File: config.mk
export PLATFORM = sky130hd
export DESIGN_NAME = vanilla_scoreboard_stall_profiler
export DESIGN_NICKNAME = d
export VERILOG_FILES = /design/src/rtl/vanilla_scoreboard_stall_profiler.sv
export SDC_FILE = /design/constraint.sdc
export NUM_CORES = 2
export LEC_CHECK = 0
export BUFFER_PORTS_ARGS = -buffer_cell sky130_fd_sc_hd__buf_2
export CORE_MARGIN = 1
export CORE_UTILIZATION = 55
export DETAILED_ROUTE_END_ITERATION = 8
export PLACE_DENSITY = 0.8
export SLEW_MARGIN = 15
export SYNTH_ARGS = -nofsm -noshare
export SYNTH_HDL_FRONTEND = slang
export SYNTH_SLANG_ARGS = --single-unit
File: constraint.sdc
create_clock -name clk_i -period 24.3 [get_ports clk_i]
set_input_delay 4.86 -clock clk_i [delete_from_list [all_inputs] [get_ports clk_i]]
set_output_delay 4.86 -clock clk_i [all_outputs]
set_load 0.02 [all_outputs]
File: src/rtl/vanilla_scoreboard_stall_profiler.sv
// Attributes ID-stage dependency stalls to the outstanding operation class blocking the operand,
// keeps saturating per-class counters plus the longest stall episode, and streams a snapshot on request.
module vanilla_scoreboard_stall_profiler #(
    parameter int ctr_width_p      = 32,
    parameter int reg_els_p        = 32,
    parameter int reg_addr_width_p = 5
) (
    input  logic                        clk_i,
    input  logic                        reset_i,
    input  logic [4*reg_els_p-1:0]      int_sb_i,
    input  logic [4*reg_els_p-1:0]      float_sb_i,
    input  logic                        stall_depend_i,
    input  logic                        stall_all_i,
    input  logic [reg_addr_width_p-1:0] rs1_i,
    input  logic [reg_addr_width_p-1:0] rs2_i,
    input  logic                        rs1_v_i,
    input  logic                        rs2_v_i,
    input  logic [reg_addr_width_p-1:0] frs1_i,
    input  logic [reg_addr_width_p-1:0] frs2_i,
    input  logic [reg_addr_width_p-1:0] frs3_i,
    input  logic                        frs1_v_i,
    input  logic                        frs2_v_i,
    input  logic                        frs3_v_i,
    input  logic [reg_addr_width_p-1:0] rd_i,
    input  logic                        rd_int_v_i,
    input  logic                        rd_fp_v_i,
    input  logic                        dump_v_i,
    output logic                        busy_o,
    output logic                        data_v_o,
    input  logic                        data_ready_i,
    output logic [3:0]                  data_idx_o,
    output logic [ctr_width_p-1:0]      data_o
);

    localparam int num_ctr_lp   = 9;
    localparam int num_words_lp = 10;
    localparam logic [ctr_width_p-1:0] one_lp = {{(ctr_width_p-1){1'b0}}, 1'b1};

    typedef enum logic {IDLE, DUMP} state_e;

    function automatic logic [ctr_width_p-1:0] sat_inc(input logic [ctr_width_p-1:0] v);
        return (&v) ? v : v + one_lp;
    endfunction

    logic [3:0] int_ent [reg_els_p];
    logic [3:0] fp_ent  [reg_els_p];

    for (genvar g = 0; g < reg_els_p; g++) begin : g_ent
        assign int_ent[g] = int_sb_i[4*g +: 4];
        assign fp_ent[g]  = float_sb_i[4*g +: 4];
    end

    logic [3:0] ihz, fhz;
    logic [3:0] hz_sel;
    logic       count_event;

    assign ihz = (rs1_v_i    ? int_ent[rs1_i] : 4'b0)
               | (rs2_v_i    ? int_ent[rs2_i] : 4'b0)
               | (rd_int_v_i ? int_ent[rd_i]  : 4'b0);

    assign fhz = (frs1_v_i  ? fp_ent[frs1_i] : 4'b0)
               | (frs2_v_i  ? fp_ent[frs2_i] : 4'b0)
               | (frs3_v_i  ? fp_ent[frs3_i] : 4'b0)
               | (rd_fp_v_i ? fp_ent[rd_i]   : 4'b0);

    // A frozen pipe is not a dependency stall, so it neither counts nor extends an episode.
    assign count_event = stall_depend_i & ~stall_all_i;

    always_comb begin
        hz_sel = 4'd8;
        if      (ihz[3]) hz_sel = 4'd0;
        else if (ihz[2]) hz_sel = 4'd1;
        else if (ihz[1]) hz_sel = 4'd2;
        else if (ihz[0]) hz_sel = 4'd3;
        else if (fhz[3]) hz_sel = 4'd4;
        else if (fhz[2]) hz_sel = 4'd5;
        else if (fhz[1]) hz_sel = 4'd6;
        else if (fhz[0]) hz_sel = 4'd7;
    end

    logic [ctr_width_p-1:0] ctr_r  [num_ctr_lp];
    logic [ctr_width_p-1:0] ctr_n  [num_ctr_lp];
    logic [ctr_width_p-1:0] snap_r [num_words_lp];
    logic [ctr_width_p-1:0] ep_len_r, ep_inc, ep_len_n;
    logic [ctr_width_p-1:0] max_ep_r, max_ep_n;

    state_e     state_r, state_n;
    logic [3:0] idx_r;
    logic       dump_start;

    assign dump_start = (state_r == IDLE) && dump_v_i;

    always_comb begin
        for (int k = 0; k < num_ctr_lp; k++) begin
            ctr_n[k] = (count_event && hz_sel == 4'(k)) ? sat_inc(ctr_r[k]) : ctr_r[k];
        end
        ep_inc   = sat_inc(ep_len_r);
        ep_len_n = count_event ? ep_inc : '0;
        max_ep_n = (count_event && ep_inc > max_ep_r) ? ep_inc : max_ep_r;
    end

    // The dump cycle's own event lands in the snapshot while the live state restarts from zero.
    always_ff @(posedge clk_i or posedge reset_i) begin
        if (reset_i) begin
            for (int k = 0; k < num_ctr_lp; k++) ctr_r[k] <= '0;
            ep_len_r <= '0;
            max_ep_r <= '0;
        end else if (dump_start) begin
            for (int k = 0; k < num_ctr_lp; k++) ctr_r[k] <= '0;
            ep_len_r <= '0;
            max_ep_r <= '0;
        end else begin
            for (int k = 0; k < num_ctr_lp; k++) ctr_r[k] <= ctr_n[k];
            ep_len_r <= ep_len_n;
            max_ep_r <= max_ep_n;
        end
    end

    always_ff @(posedge clk_i or posedge reset_i) begin
        if (reset_i) begin
            for (int k = 0; k < num_words_lp; k++) snap_r[k] <= '0;
        end else if (dump_start) begin
            for (int k = 0; k < num_ctr_lp; k++) snap_r[k] <= ctr_n[k];
            snap_r[9] <= max_ep_n;
        end
    end

    always_ff @(posedge clk_i or posedge reset_i) begin
        if (reset_i) begin
            idx_r <= 4'd0;
        end else if (dump_start) begin
            idx_r <= 4'd0;
        end else if (state_r == DUMP && data_ready_i) begin
            idx_r <= (idx_r == 4'd9) ? 4'd0 : idx_r + 4'd1;
        end
    end

    always_ff @(posedge clk_i or posedge reset_i) begin
        if (reset_i) state_r <= IDLE;
        else         state_r <= state_n;
    end

    always_comb begin
        state_n = state_r;
        case (state_r)
            IDLE:    if (dump_v_i) state_n = DUMP;
            DUMP:    if (data_ready_i && idx_r == 4'd9) state_n = IDLE;
            default: state_n = IDLE;
        endcase
    end

    always_comb begin
        busy_o     = 1'b0;
        data_v_o   = 1'b0;
        data_idx_o = idx_r;
        data_o     = '0;
        if (state_r == DUMP) begin
            busy_o   = 1'b1;
            data_v_o = 1'b1;
            data_o   = snap_r[idx_r];
        end
    end

endmodule

## After elaboration in Yosys (flattened, before gate mapping)

Cells that the tools add are included.

- Word-level logic and storage cells: 162
- Bits of input ports: 299
- Register bits after elaboration: 677
- Output and inout bits: 38

- Reduce and logical (&&, ||, !) cells: 25
- Order comparisons: 8
- Bitwise logic cells: 15
- Equality and inequality tests: 9
- Muxes and demuxes: 71
- $add $sub $neg: 11

Operator list:

| operator | count |
|---|---|
| two-way mux 32 bit | 26 |
| adder 32 x 1 -> 32 bit, second input constant | 10 |
| AND reduction 32 bit | 10 |
| two-way mux 288 bit | 1 |
| binary-select mux 4 bit (select 5 bit) | 7 |
| binary-select mux 32 bit (select 4 bit) | 1 |
| two-way mux 4 bit | 32 |
| >= comparator 6 bit, second input constant | 6 |
| inverter 5 -> 6 bit | 6 |
| greater-than comparator 32 bit | 1 |
| OR 4 bit | 5 |
| == test 4 x 3 -> 1 bit, second input constant | 4 |
| logical AND 1 bit | 13 |
| == test 4 x 2 -> 1 bit, second input constant | 2 |
| == test 4 bit, second input constant | 2 |
| >= comparator 5 bit, second input constant | 1 |
| inverter 4 -> 5 bit | 1 |
| adder 4 x 1 -> 4 bit, second input constant | 1 |
| == test 4 x 1 -> 1 bit, second input constant | 1 |
| logical NOT 4 bit | 1 |
| two-way mux 1 bit | 3 |
| inverter 1 bit | 2 |
| one-hot mux 1 bit (2 select lines) | 1 |
| nonzero test 2 bit | 1 |
| AND 1 bit | 1 |

## Depth between registers and ports, before layout

- Word-level depth: 20
- Depth in mapped cells: 20
- Mapped depth without buffers: 19

## Worst setup path before layout

Ideal clock, no wire load.

- Kind: input to register
- Start: input rs2_i[1]
- End: register snap_r[87] (netlist name)
- Setup time: 0.082 ns
- Arrival time: 8.465 ns
- Setup slack: 15.754 ns
- Required time: 24.218 ns
- Cell stages on the path: 12
- Path buffers: 3
- Cell sequence: buf_2 > buf_1 > buf_2 > mux4_2 > a211o_1 > a32oi_1 > nand4_1 > nand4bb_4 > or3_4 > or4b_1 > or3_1 > a31oi_1

- Longest elaborated chain between the ends: 14

RTL lines:

| item | RTL line | text |
|---|---|---|
| start, declared | 15 | `input logic [reg_addr_width_p-1:0] rs2_i,` |
| inverter 5 -> 6 bit (not written as such) (*) | 58 | `\| (rs2_v_i ? int_ent[rs2_i] : 4'b0)` |
| binary-select mux 4 bit (select 5 bit) (*) | 58 |  |
| two-way mux 4 bit (not written as such) (*) (2 in series) | 58 |  |
| two-way mux 4 bit (*) | 58 |  |
| OR 4 bit (*) | 58 |  |
| OR 4 bit (*) | 59 | `\| (rd_int_v_i ? int_ent[rd_i] : 4'b0);` |
| two-way mux 4 bit | 74 | `else if (ihz[0]) hz_sel = 4'd3;` |
| two-way mux 4 bit | 73 | `else if (ihz[1]) hz_sel = 4'd2;` |
| two-way mux 4 bit | 72 | `else if (ihz[2]) hz_sel = 4'd1;` |
| two-way mux 4 bit (*) | 71 | `if (ihz[3]) hz_sel = 4'd0;` |
| == test 4 x 3 -> 1 bit (*) | 95 | `ctr_n[k] = (count_event && hz_sel == 4'(k)) ? sat_inc(ctr_r[k]) : ctr_r[k];` |
| logical AND 1 bit (*) | 95 |  |
| two-way mux 32 bit (*) | 95 |  |
| end, declared | 83 | `logic [ctr_width_p-1:0] snap_r [num_words_lp];` |

Mark *: on every way between the ends. The rest lies on a longest branch, timed or not. The select of a mux whose other input is x is not followed.
A chain may end at the register's enable or synchronous reset.

## Worst setup path after layout

- Start: input rd_i[1]
- End: register snap_r[100] (netlist name)

- Longest elaborated chain between the ends: 17
- Elaborated cells between the ends (all ways): 22
- Classes of those cells: eq/ne: 1; mux: 17; bitwise: 3; reduce/logical: 1

RTL lines:

| item | RTL line | text |
|---|---|---|
| start, declared | 24 | `input logic [reg_addr_width_p-1:0] rd_i,` |
| inverter 5 -> 6 bit (not written as such) (*) | 59, 64 |  |
| binary-select mux 4 bit (select 5 bit) | 64 | `\| (rd_fp_v_i ? fp_ent[rd_i] : 4'b0);` |
| two-way mux 4 bit (not written as such) (2 in series) | 64 |  |
| two-way mux 4 bit | 64 |  |
| OR 4 bit | 64 |  |
| two-way mux 4 bit | 78 | `else if (fhz[0]) hz_sel = 4'd7;` |
| two-way mux 4 bit | 77 | `else if (fhz[1]) hz_sel = 4'd6;` |
| two-way mux 4 bit | 76 | `else if (fhz[2]) hz_sel = 4'd5;` |
| two-way mux 4 bit | 75 | `else if (fhz[3]) hz_sel = 4'd4;` |
| two-way mux 4 bit | 74 |  |
| two-way mux 4 bit | 73 |  |
| two-way mux 4 bit | 72 |  |
| two-way mux 4 bit (*) | 71 |  |
| == test 4 x 3 -> 1 bit (*) | 95 |  |
| logical AND 1 bit (*) | 95 |  |
| two-way mux 32 bit (*) | 95 |  |

Marked as above.

==> results.sh <==
export IMPL_outcome="finished clean"
export IMPL_ys_ff_latch=677
export IMPL_synthToLayoutAreaGrowth_pct=11.2
export IMPL_gp_congestion=1.02
export IMPL_rrSetupSlack_ns=18.86
export IMPL_hold_buffers=0
export IMPL_core_um2=71700
export IMPL_finalHoldViolations=0
export IMPL_synth_commonest_cells="677 x dfrtp_1, 461 x nand2_1, 441 x nor2_1"
export IMPL_syn_area_um2=40000
export IMPL_grt_busiest_layer="met2"
export IMPL_vias=32700
export IMPL_io_pins=337
export IMPL_postCtsResizedCells=0
export IMPL_clk_path_buf_depth=3
export IMPL_tns_ns=0
export IMPL_power_leakage_nw=19.6
export IMPL_grt_pass1_vias=32400
export IMPL_drc_errors=0
export IMPL_htreeDepth=3
export IMPL_cp_end_kind="register"
export IMPL_async_flop_share_pct=100
export IMPL_fin_area_um2=44500
export IMPL_max_cap_violations=0
export IMPL_worst_slew_pin_transition_ns=1.16
export IMPL_min_period_ns=10.00
export IMPL_post_dp_hpwl_um=85300
export IMPL_worst_endpoint_arrival_ns=10.44
export IMPL_chipWidth_um=272
export IMPL_overflow=0
export IMPL_cp_required_ns=24.74
export IMPL_synth_avg_cell_area_um2=10.2
export IMPL_netlist_top_cells_area="dfrtp_1 42%, mux4_2 16%, nand2_1 4.3%, nor2_1 4.1%, o21ai_0 3.9%"
export IMPL_grt_max_degree=214
export IMPL_crit_path_end="snap_r[100]$_DFFE_PP0P_"
export IMPL_fp_row_count=98
export IMPL_drt_pass1_iterations=5
export IMPL_die_area_um2=73900
export IMPL_synth_cell_types=77
export IMPL_max_slew_margin_rel_pct=21.8
export IMPL_p_per_area_nw_per_um2=65.0
export IMPL_grtUsageTotal_pct=32.7
export IMPL_hp_class="register to register"
export IMPL_antenna_found_initial=24
export IMPL_syn_inst=3917
export IMPL_clk_latency_ns=0.61
export IMPL_yosysTopAreaCellShare_pct=42.3
export IMPL_rr_worst_depth=18
export IMPL_vdd_drop_max_uv=61.6
export IMPL_fmax_ghz=0.100
export IMPL_synth_edf_count=0
export IMPL_cts_buffers=68
export IMPL_cts_setup_buffers=0
export IMPL_viasPerCell=6.41
export IMPL_dp_cells=4973
export IMPL_drt_initial_drc_count=3714
export IMPL_yosysSeqAreaShare_pct=42.3
export IMPL_antenna_left=0
export IMPL_path_clk_slew_ns=0.06
export IMPL_worstPathMaxFanout=101
export IMPL_finalCritPeriodShare_pct=41.2
export IMPL_stdcell_count=5108
export IMPL_grt_pass1_wl_um=187000
export IMPL_use_met2_pct=52.0
export IMPL_synth_main_ff_cell="dfrtp_1"
export IMPL_cts_root_buf="clkbuf_16"
export IMPL_yosysWarnings=0
export IMPL_drive_above_1_share_pct=19.7
export IMPL_drv_slew=0
export IMPL_clock_skew_ns=0.0248
export IMPL_cts_sinks=677
export IMPL_wl_um=120000
export IMPL_yosys_area_top_type="dfrtp_1"
export IMPL_start_util_pct=55.8
export IMPL_setup_violations_final=0
export IMPL_dpl_cell_area_um2=42200
export IMPL_numPortBuffers=336
export IMPL_die_y_um=272
export IMPL_crit_start="rd_i[1]"
export IMPL_worstHoldStart="snap_r[207]$_DFFE_PP0P_"
export IMPL_wl_per_cell_um=23.6
export IMPL_synth_most_common_cell="dfrtp_1"
export IMPL_use_met1_pct=42.5
export IMPL_rsz0062_at_grt="no"
export IMPL_r2r_end="snap_r[18]$_DFFE_PP0P_"
export IMPL_worstReg2RegStart="ep_len_r[24]$_DFF_PP0_"
export IMPL_cp_start_kind="primary input"
export IMPL_worstSetupPathType="primary input to register"
export IMPL_nNetsFinal=4436
export IMPL_cts_tree="done"
export IMPL_met3_usage_pct=5.28
export IMPL_syn_num_nets=4260
-- worst max-delay path: stages --
cell      delay, ns
buf_4          0.49
buf_4          0.64
mux4_2         0.60
mux4_2         0.48
o21ai_1        0.13
a31oi_1        0.08
nor4_4         0.41
o21ai_0        0.23
a32oi_4        0.72
buf_4          0.95
nor4bb_1       0.43
xnor2_1        0.18
o21ai_0        0.10
-- state kept, by name, summed over array words and instances (netlist names) --
| register | cells |
|---|---|
| snap_r | 320 |
| ep_len_r | 32 |
| state_r | 1 |
| max_ep_r | 32 |
| data_idx_o | 4 |
| ctr_r | 288 |
-- cell usage in the layout (no fill, tap or decap), types with 69 or more instances in the layout --
master     instances
inv_1             81
xor2_1           159
nor2b_1           69
clkbuf_16         70
xnor2_1          146
o21ai_0          315
nor3_1            88
nand3_1          192
mux4_2           283
nor2_1           441
nand4_1           78
nand2_1          461
buf_2            335
mux2i_1          149
dfrtp_1          674
-- final cells by class --
| type | instances | area [um^2] |
|---|---|---|
| Clock inverter | 23 | 249 |
| Sequential cell | 677 | 16900 |
| Clock buffer | 99 | 2060 |
| Tap cell | 950 | 1190 |
| Multi-Input combinational cell | 2888 | 21800 |
| Fill cell | 5569 | 27200 |
| Inverter | 84 | 323 |
| Antenna cell | 13 | 32.5 |
| Timing Repair Buffer | 374 | 1980 |
-- per-layer routing --
metal	share of wire [%]	vias up
met4	6.7	4
li1	-	14400
met2	47	1760
met3	8.9	353
met5	0.018	-
met1	38	16200
-- power breakdown --
group	total [W]	internal, W	switching [W]	leakage (nW)
registers	0.00125	0.00119	0.0000607	9.37
clock network	0.00109	0.000634	0.000452	1.14
logic	0.000564	0.000231	0.000334	9.05
-- metrics by stage --
| step | utilization [%] | setup WS (ns) | total power (W) | hold slack [ns] |
|---|---|---|---|---|
| after floorplan | - | 0.462 | 0.00164 | 0.445 |
| after detailed placement | 58.8 | 13.72 | 0.00182 | 0.466 |
| after CTS | 62.0 | 14.35 | 0.00290 | 0.479 |
| after global placement | 58.8 | 13.78 | 0.00181 | 0.456 |
| after global routing | 62.1 | 13.95 | 0.00300 | 0.494 |
| final | 62.1 | 14.30 | 0.00290 | 0.474 |
-- cell families (layout without fill, tap and decap cells) --
kind of cell    after synthesis  in the layout  share of synthesized area (%)
compound gates              497            497                           7.11
xor+xnor                    305            305                           6.67
fa+ha+maj                    44             44                           1.37
buf+inv                     352            580                           3.53
flops                       677            677                           42.3
mux                         449            449                           20.1
other cells                   0             13                              0
simple gates               1593           1593                           18.9
-- worst min path at each step --
stage,depth (start not counted),to,slack (ns)
2_1_floorplan,2,snap_r[100]$_DFFE_PP0P_,0.44
3_3_place_gp,2,snap_r[285]$_DFFE_PP0P_,0.46
3_5_place_dp,2,snap_r[208]$_DFFE_PP0P_,0.47
4_1_cts,2,snap_r[207]$_DFFE_PP0P_,0.48
5_1_grt,2,snap_r[115]$_DFFE_PP0P_,0.49
6_report,2,snap_r[207]$_DFFE_PP0P_,0.47
Power figures use the tool's default switching activity.
